## config.mk

```make
export PLATFORM = sky130hd
export DESIGN_NAME = draw_scheduler
export DESIGN_NICKNAME = d
export VERILOG_FILES = /design/src/rtl/draw_scheduler.sv
export SDC_FILE = /design/constraint.sdc
export NUM_CORES = 1
export LEC_CHECK = 0
export BUFFER_PORTS_ARGS = -buffer_cell sky130_fd_sc_hd__buf_4
export CORE_MARGIN = 2
export CORE_UTILIZATION = 50
export CTS_CLUSTER_SIZE = 30
export DETAILED_ROUTE_END_ITERATION = 8
export PLACE_DENSITY = 0.72
export SLEW_MARGIN = 20
export SYNTH_ARGS = -nofsm -noshare
export SYNTH_HDL_FRONTEND = slang
export SYNTH_SLANG_ARGS = --single-unit
```

## constraint.sdc

```tcl
create_clock -name i_clk -period 9.1 [get_ports i_clk]
set_input_delay 0.91 -clock i_clk [delete_from_list [all_inputs] [get_ports i_clk]]
set_output_delay 0.91 -clock i_clk [all_outputs]
set_load 0.02 [all_outputs]
```

## src/rtl/draw_scheduler.sv

```systemverilog
// Tile-redraw sequencer feeding a single sprite_draw engine.
// Arbitrates between a full-board scan and a FIFO of dirty-tile requests; one draw in flight.
module draw_scheduler #(
  parameter int unsigned BOARD_W    = 20,
  parameter int unsigned BOARD_H    = 15,
  parameter int unsigned TILE       = 8,
  parameter int unsigned FIFO_DEPTH = 4
) (
  input  logic       i_clk,
  input  logic       i_reset,
  input  logic       i_full_redraw_req,
  input  logic       i_dirty_valid,
  input  logic [4:0] i_dirty_col,
  input  logic [3:0] i_dirty_row,
  output logic       o_dirty_ready,
  output logic [8:0] o_map_rd_addr,
  input  logic [2:0] i_map_rd_data,
  output logic       o_draw_start,
  output logic [7:0] o_x_out,
  output logic [6:0] o_y_out,
  output logic [2:0] o_sprite_id_out,
  input  logic       i_draw_done,
  output logic       o_busy,
  output logic       o_scan_done,
  output logic       o_oob_drop
);

  localparam int unsigned COL_W  = 5;
  localparam int unsigned ROW_W  = 4;
  localparam int unsigned ADDR_W = 9;
  localparam int unsigned X_W    = 8;
  localparam int unsigned Y_W    = 7;
  localparam int unsigned SPR_W  = 3;
  localparam int unsigned ENT_W  = COL_W + ROW_W;
  localparam int unsigned PTR_W  = (FIFO_DEPTH > 1) ? $clog2(FIFO_DEPTH) : 1;
  localparam int unsigned CNT_W  = PTR_W + 1;

  typedef enum logic [2:0] {
    S_IDLE,
    S_FETCH,
    S_LATCH,
    S_ISSUE,
    S_WAIT
  } state_t;

  state_t              r_state;
  logic                r_scanning;
  logic                r_scan_pending;
  logic [COL_W-1:0]    r_cur_col;
  logic [ROW_W-1:0]    r_cur_row;
  logic [ADDR_W-1:0]   r_map_rd_addr;
  logic [X_W-1:0]      r_x;
  logic [Y_W-1:0]      r_y;
  logic [SPR_W-1:0]    r_sprite;
  logic                r_draw_start;
  logic                r_scan_done;
  logic                r_oob_drop;

  logic [ENT_W-1:0]    r_fifo [FIFO_DEPTH];
  logic [PTR_W-1:0]    r_wr;
  logic [PTR_W-1:0]    r_rd;
  logic [CNT_W-1:0]    r_count;

  logic                w_push;
  logic                w_pop;
  logic                w_fifo_empty;
  logic [ENT_W-1:0]    w_head;
  logic [COL_W-1:0]    w_head_col;
  logic [ROW_W-1:0]    w_head_row;
  logic                w_avail;
  logic                w_head_oob;
  logic                w_decide;
  logic                w_pend;
  logic                w_last_col;
  logic                w_last;
  logic                w_mid_scan;
  logic                w_advance;
  logic                w_start_scan;
  logic                w_take;
  logic                w_go_fetch;
  logic [COL_W-1:0]    w_tgt_col;
  logic [ROW_W-1:0]    w_tgt_row;
  logic [ADDR_W-1:0]   w_tgt_addr;
  logic [X_W-1:0]      w_tgt_x;
  logic [Y_W-1:0]      w_tgt_y;

  // Source selection; an empty FIFO forwards a same-cycle push straight to the head.
  always_comb begin
    w_push       = i_dirty_valid && (r_count != CNT_W'(FIFO_DEPTH));
    w_fifo_empty = (r_count == '0);
    w_head       = w_fifo_empty ? {i_dirty_row, i_dirty_col} : r_fifo[r_rd];
    w_head_col   = w_head[COL_W-1:0];
    w_head_row   = w_head[ENT_W-1:COL_W];
    w_avail      = !w_fifo_empty || w_push;
    w_head_oob   = (32'(w_head_col) >= BOARD_W) || (32'(w_head_row) >= BOARD_H);
    w_decide     = (r_state == S_IDLE) || ((r_state == S_WAIT) && i_draw_done);
    w_pend       = r_scan_pending || i_full_redraw_req;
    w_last_col   = (r_cur_col == COL_W'(BOARD_W - 1));
    w_last       = r_scanning && w_last_col && (r_cur_row == ROW_W'(BOARD_H - 1));
    w_mid_scan   = r_scanning && !w_last;
    w_advance    = w_decide && w_mid_scan && !w_pend;
    w_start_scan = w_decide && w_pend;
    w_take       = w_decide && !w_pend && !w_mid_scan && w_avail;
    w_pop        = w_take;
    w_go_fetch   = w_advance || w_start_scan || (w_take && !w_head_oob);

    w_tgt_col = w_head_col;
    w_tgt_row = w_head_row;
    if (w_start_scan) begin
      w_tgt_col = '0;
      w_tgt_row = '0;
    end else if (w_advance) begin
      w_tgt_col = w_last_col ? '0 : (r_cur_col + COL_W'(1));
      w_tgt_row = w_last_col ? (r_cur_row + ROW_W'(1)) : r_cur_row;
    end
    w_tgt_addr = ADDR_W'(32'(w_tgt_row) * BOARD_W + 32'(w_tgt_col));
    w_tgt_x    = X_W'(32'(w_tgt_col) * TILE);
    w_tgt_y    = Y_W'(32'(w_tgt_row) * TILE);
  end

  // Dirty FIFO pointers; a redraw request discards everything queued before it.
  always_ff @(posedge i_clk) begin
    if (i_reset) begin
      r_wr    <= '0;
      r_rd    <= '0;
      r_count <= '0;
    end else if (i_full_redraw_req) begin
      r_rd    <= r_wr;
      r_wr    <= w_push ? (r_wr + PTR_W'(1)) : r_wr;
      r_count <= w_push ? CNT_W'(1) : '0;
    end else begin
      if (w_push) r_wr <= r_wr + PTR_W'(1);
      if (w_pop)  r_rd <= r_rd + PTR_W'(1);
      case ({w_push, w_pop})
        2'b10:   r_count <= r_count + CNT_W'(1);
        2'b01:   r_count <= r_count - CNT_W'(1);
        default: r_count <= r_count;
      endcase
    end
  end

  always_ff @(posedge i_clk) begin
    if (w_push) r_fifo[r_wr] <= {i_dirty_row, i_dirty_col};
  end

  always_ff @(posedge i_clk) begin
    if (i_reset) begin
      r_state        <= S_IDLE;
      r_scanning     <= 1'b0;
      r_scan_pending <= 1'b0;
      r_cur_col      <= '0;
      r_cur_row      <= '0;
      r_map_rd_addr  <= '0;
      r_x            <= '0;
      r_y            <= '0;
      r_sprite       <= '0;
      r_draw_start   <= 1'b0;
      r_scan_done    <= 1'b0;
      r_oob_drop     <= 1'b0;
    end else begin
      r_draw_start <= 1'b0;
      r_scan_done  <= 1'b0;
      r_oob_drop   <= 1'b0;
      if (w_start_scan)           r_scan_pending <= 1'b0;
      else if (i_full_redraw_req) r_scan_pending <= 1'b1;

      case (r_state)
        S_IDLE, S_WAIT: begin
          if (w_decide) begin
            r_scan_done <= w_last;
            r_oob_drop  <= w_take && w_head_oob;
            if (w_start_scan)    r_scanning <= 1'b1;
            else if (!w_advance) r_scanning <= 1'b0;
            if (w_go_fetch) begin
              r_state       <= S_FETCH;
              r_cur_col     <= w_tgt_col;
              r_cur_row     <= w_tgt_row;
              r_map_rd_addr <= w_tgt_addr;
              r_x           <= w_tgt_x;
              r_y           <= w_tgt_y;
            end else begin
              r_state <= S_IDLE;
            end
          end
        end
        S_FETCH: r_state <= S_LATCH;
        S_LATCH: begin
          r_sprite     <= i_map_rd_data;
          r_draw_start <= 1'b1;
          r_state      <= S_ISSUE;
        end
        S_ISSUE: r_state <= S_WAIT;
        default: r_state <= S_IDLE;
      endcase
    end
  end

  assign o_dirty_ready   = (r_count != CNT_W'(FIFO_DEPTH));
  assign o_map_rd_addr   = r_map_rd_addr;
  assign o_draw_start    = r_draw_start;
  assign o_x_out         = r_x;
  assign o_y_out         = r_y;
  assign o_sprite_id_out = r_sprite;
  assign o_busy          = (r_state != S_IDLE) || (r_count != '0) || r_scan_pending;
  assign o_scan_done     = r_scan_done;
  assign o_oob_drop      = r_oob_drop;

endmodule

```

==> results of run 1 <==
-- final timing paths --
kind,startpoint,end,slack (ns),depth (start not counted)
worst max-delay path,o_map_rd_addr[0],o_map_rd_addr[7],4.30,13
worst min-delay path,o_sprite_id_out[1],o_sprite_id_out[1],0.46,2
worst max register to register,o_map_rd_addr[0],o_map_rd_addr[7],4.30,13
worst min register to register,o_sprite_id_out[1],o_sprite_id_out[1],0.46,2
-- state kept, by name (all words and copies together) (netlist names), 3 cells and up, named ones only --
register / flops
r_fifo: 36
o_y_out: 4
r_state: 3
o_sprite_id_out: 3
r_count: 3
o_map_rd_addr: 9
o_x_out: 3
-- routing by layer --
metal,vias up,routed length (um),global-route usage [%]
li1,1342,-,-
met2,98,3960,33.7
met4,0,167,8.83
met5,-,0,0
met3,15,577,4.52
met1,1374,3800,28.2
-- critical path, stage by stage (launching register included) --
cell and delay, ns:
dfxtp_1 0.43, ha_1 0.25, nand4bb_1 0.34, o21ai_0 0.57
a21oi_2 0.33, o22ai_1 0.54, xnor2_1 0.20, ha_1 0.22
inv_1 0.07, fa_1 0.53, nand2b_1 0.19, or3_2 0.49
a211o_1 0.32, a311oi_2 0.24
-- logic make-up (layout without fill, tap and decap cells) --
family,count (synthesis),count (layout)
flops,72,72
buf+inv,37,72
compound gates,74,74
fa+ha+maj,16,16
xor+xnor,12,12
other cells,1,6
simple gates,105,105
mux,21,21
-- power breakdown --
group	total, uW	internal, uW	switching, uW
clock	286	156	130
combinational	594	245	350
sequential	442	393	48.9
-- metrics by stage --
| step | instances | util, % |
|---|---|---|
| floorplan | 343 | - |
| detailed placement | 464 | 54.5 |
| global route | 480 | 57.3 |
| finish | 480 | 57.3 |
| global placement | 464 | 54.5 |
| CTS | 480 | 57.3 |
-- final cells by class --
type / count / share of cell area [%]
inverters: 14 / 1.21
multi-input cells: 234 / 42.3
repair buffers: 42 / 7.23
clock buffers: 10 / 2.93
well taps: 102 / 2.93
clock inverters: 6 / 2.07
flip-flops and latches: 72 / 41.3
-- cells in the final DEF (no fill, tap or decap), types with 7 or more instances in the layout --
cell type  instances
a211oi_1           7
ha_1              13
nand3_1           10
nor2_1            11
mux2i_1           10
xnor2_1           10
o21ai_0            8
edfxtp_1          36
buf_4             42
a2111oi_0          7
a21oi_1           16
nand2_1           31
dfxtp_1           36
inv_1             13
clkbuf_8           9
nor3_1            13
==> reports/qor.csv, run 1 <==
stage;metric;value;unit
flow_run;MaxCap Viol Count;0;
sta;fin crit period;4.80;ns
clocking;CTS Buffer Depth;2;
sta;Fin Hold WS;0.456;ns
clocking;postcts setup bufs;0;
clocking;Post-CTS Hold Buffers;0;
clocking;clock latency on the worst-skew pair;0.36;ns
pwr;total power draw;1320;uW
placement;RePlAce Congestion;0.980;
clocking;CTS tree;done;
sta;Slew Limit Fails;0;
placement;Cell Area, Placed;4140;um^2
yosys;most frequent cells after synthesis;36 x dfxtp_1, 36 x edfxtp_1, 31 x nand2_1;
route;1st-iter DRT viols;193;
floorplan;I/O pin cnt;49;
clocking;CTS H-tree depth;3;
floorplan;DIE HEIGHT;91.9;um
layout;Net count, final;406;
yosys;fraction of registers with async set/reset;0;%
yosys;Post-Syn Area;3860;um^2
global_route;maximum number of pins on one net before global-route repair;32;
global_route;number of antenna violations at the first check in global routing;0;
sta;Setup TNS;0;ns
route;Final ANT Viol Nets;0;
route;drt wl/cell;17.7;um
placement;post-DP HPWL;5.94;mm
route;DRC Markers;0;
layout;Reg area;1800;um^2
placement;port bufs;42;
sta;Fmax;0.208;GHz
yosys;Adder-Cell Fraction of Synth Area;5.77;%
floorplan;die width;91.9;um
clocking;post-cts gate resize count;0;
worst_setup_path;critical path class;flip-flop to flip-flop;
yosys;simple-gate share of the synthesized area;14.6;%
route;DRT Wirelength;8.50;mm
clocking;clock transition at the registers of the reported paths;0.08;ns
worst_setup_path;Worst setup SP type;flip-flop;
yosys;register area share after synthesis;46.7;%
yosys;number of synthesized flops with an enable pin;36;
yosys;Avg Inst Size Synth;11.4;um^2
worst_setup_path;Crit. End Element;flip-flop;
clocking;CTS buffer count;9;
yosys;post-synthesis cell count;338;
floorplan;initial cell density of the core;50.7;%
pwr;pwr dens;303;nW/um^2
route;first drt pass iteration count;4;
worst_setup_path;CP Max Fanout;17;
sta;final hold violation count;0;
yosys;Synth top area share;28.0;%
pwr;Worst VDD drop;0.162;mV
yosys;Synth Register Bits;72;
route;vias per cell;5.89;
layout;multi-input logic area;1850;um^2
global_route;vias in the first global route;2755;
global_route;Overall Global Routing Usage;21.2;%
worst_setup_path;Worst EP required;9.38;ns
hold_path;Hold Crit Class;flip-flop to flip-flop;
floorplan;CORE AREA;7610;um^2
sta;Slew HR;33.9;%
sta;final worst slack;4.30;ns
yosys;Post-synth top flop;edfxtp_1;
placement;dpl ws;4.32;ns
yosys;Yosys cell types;68;
route;via count;2829;
yosys;Compound-Gate Fraction of Synth Area;15.0;%
floorplan;row cnt;32;
sta;Setup Viol. Count Final;0;
layout;final instance area;4360;um^2
yosys;post-synth top area cell;edfxtp_1;
layout;n_diodes;0;
yosys;post-synthesis xor/xnor area fraction;2.72;%
sta;measured slew at the worst slew-check pin;0.988;ns
sta;Max Clock Skew;0.00951;ns
global_route;first-pass GRT wire length;13.8;mm
layout;fraction of layout cells with a size suffix above 1;22.5;%
pwr;P_leak;0.00164;uW
floorplan;die area;8440;um^2
layout;Layout fillers;643;
sta;RSZ-0062 raised after global routing;no;
yosys;largest family of logic cells by synthesized area;compound AO/OA/AOI/OAI gates;
yosys;warnings from Yosys;0;
clocking;# clock sinks;72;
status;status;finished, final reports clean;
worst_setup_path;WP data arrival;5.08;ns
yosys;mux share of post-synthesis cell area;9.11;%
yosys;top cells by area, synth;edfxtp_1 28%, dfxtp_1 19%, ha_1 4.2%;
sta;Tcrit/Tclk final;52.7;%
clocking;clock root buffer;clkbuf_8;
layout;Area growth syn-to-layout;13.0;%
global_route;global route total overflow;0;
Note: power is estimated with default switching activity, not from simulation.
==> inputs of run 2 (changes only) <==
--- a/config.mk
+++ b/config.mk
@@ -10,7 +10,7 @@
 export CORE_UTILIZATION = 50
 export CTS_CLUSTER_SIZE = 30
 export DETAILED_ROUTE_END_ITERATION = 8
-export PLACE_DENSITY = 0.72
+export PLACE_DENSITY = 0.75
 export SLEW_MARGIN = 20
 export SYNTH_ARGS = -nofsm -noshare
 export SYNTH_HDL_FRONTEND = slang
==> constraint.sdc (replaced) <==
create_clock -name i_clk -period 4.04 [get_ports i_clk]
set_input_delay 0.404 -clock i_clk [delete_from_list [all_inputs] [get_ports i_clk]]
set_output_delay 0.404 -clock i_clk [all_outputs]
set_load 0.02 [all_outputs]
==> run 2 against run 1 <==
Worst hold slack got worse by 0.20 ns. Combinational power is 150% higher. Critical endpoint unchanged. Wire length increased by 1.9%. Cell area grew 4.7%. Final cell count grew 3.3%. Sequential cell count did not move. Worst setup slack worse by 4.1 ns. Largest power group unchanged. Sequential power is 120% higher.
==> reports/qor.csv, run 2 (synthesis results as in run 1) <==
stage;metric;value;unit
status;status;finished, final reports clean;
floorplan;initial cell density of the core;50.7;%
worst_setup_path;Worst EP required;4.32;ns
clocking;clock latency on the worst-skew pair;0.36;ns
floorplan;CORE AREA;7610;um^2
global_route;maximum number of pins on one net before global-route repair;32;
sta;final hold violation count;0;
worst_setup_path;WP data arrival;4.13;ns
route;via count;2892;
pwr;P_leak;0.00174;uW
global_route;first-pass GRT wire length;14.6;mm
worst_setup_path;reg2reg setup slack;0.19;ns
hold_path;Hold Crit Start;i_dirty_col[1];
worst_setup_path;crit path cell chain;buf_4 > mux4_2 > mux2i_1 > o21ai_0 > nand2_1 > xnor2_1 > ha_1 > inv_1 > fa_2 > nand2b_1 > or3_2 > a211o_1 > a311oi_2;
layout;fraction of layout cells with a size suffix above 1;28.7;%
layout;Finished Layout Cells;496;
floorplan;DIE HEIGHT;91.9;um
global_route;number of antenna violations at the first check in global routing;0;
route;Final ANT Viol Nets;0;
placement;post-DP HPWL;6.05;mm
sta;Max Clock Skew;0.00986;ns
sta;Tcrit/Tclk final;95.3;%
hold_path;Hold Crit Depth;1;
clocking;CTS Buffer Depth;2;
worst_setup_path;Register-to-Register Path Depth;13;
worst_setup_path;critical path class;flip-flop to flip-flop;
route;drt wl/cell;17.5;um
worst_setup_path;slowest cell on the critical path;mux4_2;
worst_setup_path;Crit. End Element;flip-flop;
clocking;# clock sinks;72;
sta;Slew Limit Fails;0;
sta;Setup Viol. Count Final;0;
sta;fin crit period;3.85;ns
worst_setup_path;critical path's largest stage delay;0.55;ns
sta;measured slew at the worst slew-check pin;0.656;ns
layout;Net count, final;422;
route;first drt pass iteration count;4;
pwr;Worst VDD drop;0.317;mV
pwr;pwr dens;682;nW/um^2
route;DRC Markers;0;
clocking;CTS buffer count;9;
floorplan;die area;8440;um^2
hold_path;Hold Crit Class;input pin to flip-flop;
layout;most frequent cells in the layout;58 x buf_4, 36 x dfxtp_1, 36 x edfxtp_1;
layout;multi-input logic area;1920;um^2
global_route;vias in the first global route;2981;
flow_run;MaxCap Viol Count;0;
global_route;global route total overflow;0;
floorplan;die width;91.9;um
floorplan;I/O pin cnt;49;
clocking;CTS H-tree depth;3;
route;vias per cell;5.83;
clocking;clock transition at the registers of the reported paths;0.08;ns
pwr;total power draw;3110;uW
global_route;Overall Global Routing Usage;22.2;%
placement;RePlAce Congestion;0.916;
sta;Slew HR;56.1;%
hold_path;Worst Hold End;r_fifo[2][1];
worst_setup_path;Worst setup SP type;flip-flop;
layout;Largest Register;r_fifo;
sta;Fmax;0.260;GHz
worst_setup_path;CP Max Fanout;8;
clocking;CTS tree;done;
layout;Area growth syn-to-layout;18.4;%
clocking;clock root buffer;clkbuf_8;
route;DRT Wirelength;8.67;mm
placement;port bufs;42;
layout;Layout fillers;674;
placement;DP Cell Count;479;
worst_setup_path;FF-to-FF End;o_map_rd_addr[7];
layout;commonest non-fill, non-tap cell in the layout;buf_4;
layout;max FFs per register;36;
sta;Setup TNS;0;ns
sta;RSZ-0062 raised after global routing;no;
layout;n_diodes;0;
layout;Reg area;1800;um^2
floorplan;row cnt;32;
route;1st-iter DRT viols;226;
-- run 2: power by group --
part	internal [uW]	switching (uW)
Sequential	886	96.7
Combinational	637	843
Clock	355	297
-- run 2: worst max-delay path by stage --
stage,cells after the start,endpoint,startpoint,slack [ns]
after floorplan,14,o_map_rd_addr[7],o_map_rd_addr[0],0.04
after global placement,13,o_map_rd_addr[7],o_map_rd_addr[0],0.12
after detailed placement,13,o_map_rd_addr[7],o_map_rd_addr[0],0.003
after CTS,12,o_map_rd_addr[7],r_state[0],0.06
after global routing,13,o_map_rd_addr[7],flip-flop,0.02
final,13,o_map_rd_addr[7],flip-flop,0.19
-- run 2: metal layers --
metal	up-vias	routed length (um)	global-route usage (%)
met2	101	4010	34.7
met4	0	155	9.20
met1	1399	3930	30.3
li1	1378	-	-
met3	14	572	4.52
met5	-	0	0
-- run 2: what timing repair did --
item,in CTS,in global routing
hold buffers,0,0
buffers inserted,0,1
resized for setup,1,11
endpoints found under the setup margin,1,1
pin swaps,0,1
-- run 2: cell type report --
class / instances / share of cell area [%]
timing repair buffer: 58 / 9.53
sequential: 72 / 39.5
tap: 102 / 2.79
clock inverter: 7 / 2.25
clock buffer: 9 / 2.71
multi-input combinational: 234 / 42.1
inverter: 14 / 1.15
-- run 2: worst max-delay path, delay by kind of cell (launching register included) --
kind | cells | cell delay [ns]
fa+ha+maj | 2 | 0.67
simple gates | 3 | 0.78
buf+inv | 2 | 0.27
compound gates | 3 | 0.79
mux | 2 | 0.79
xor+xnor | 1 | 0.13
flops | 1 | 0.35
-- run 2: stage by stage --
step           hold WS, ns  worst slack, ns  util, %  area [um^2]
2_1_floorplan        0.478           0.0380        -         3890
3_3_place_gp         0.450            0.118     56.1         4270
3_5_place_dp         0.455          0.00287     56.1         4270
4_1_cts              0.238           0.0605     59.1         4500
5_1_grt              0.241           0.0160     60.0         4570
6_report             0.251            0.190     60.0         4570
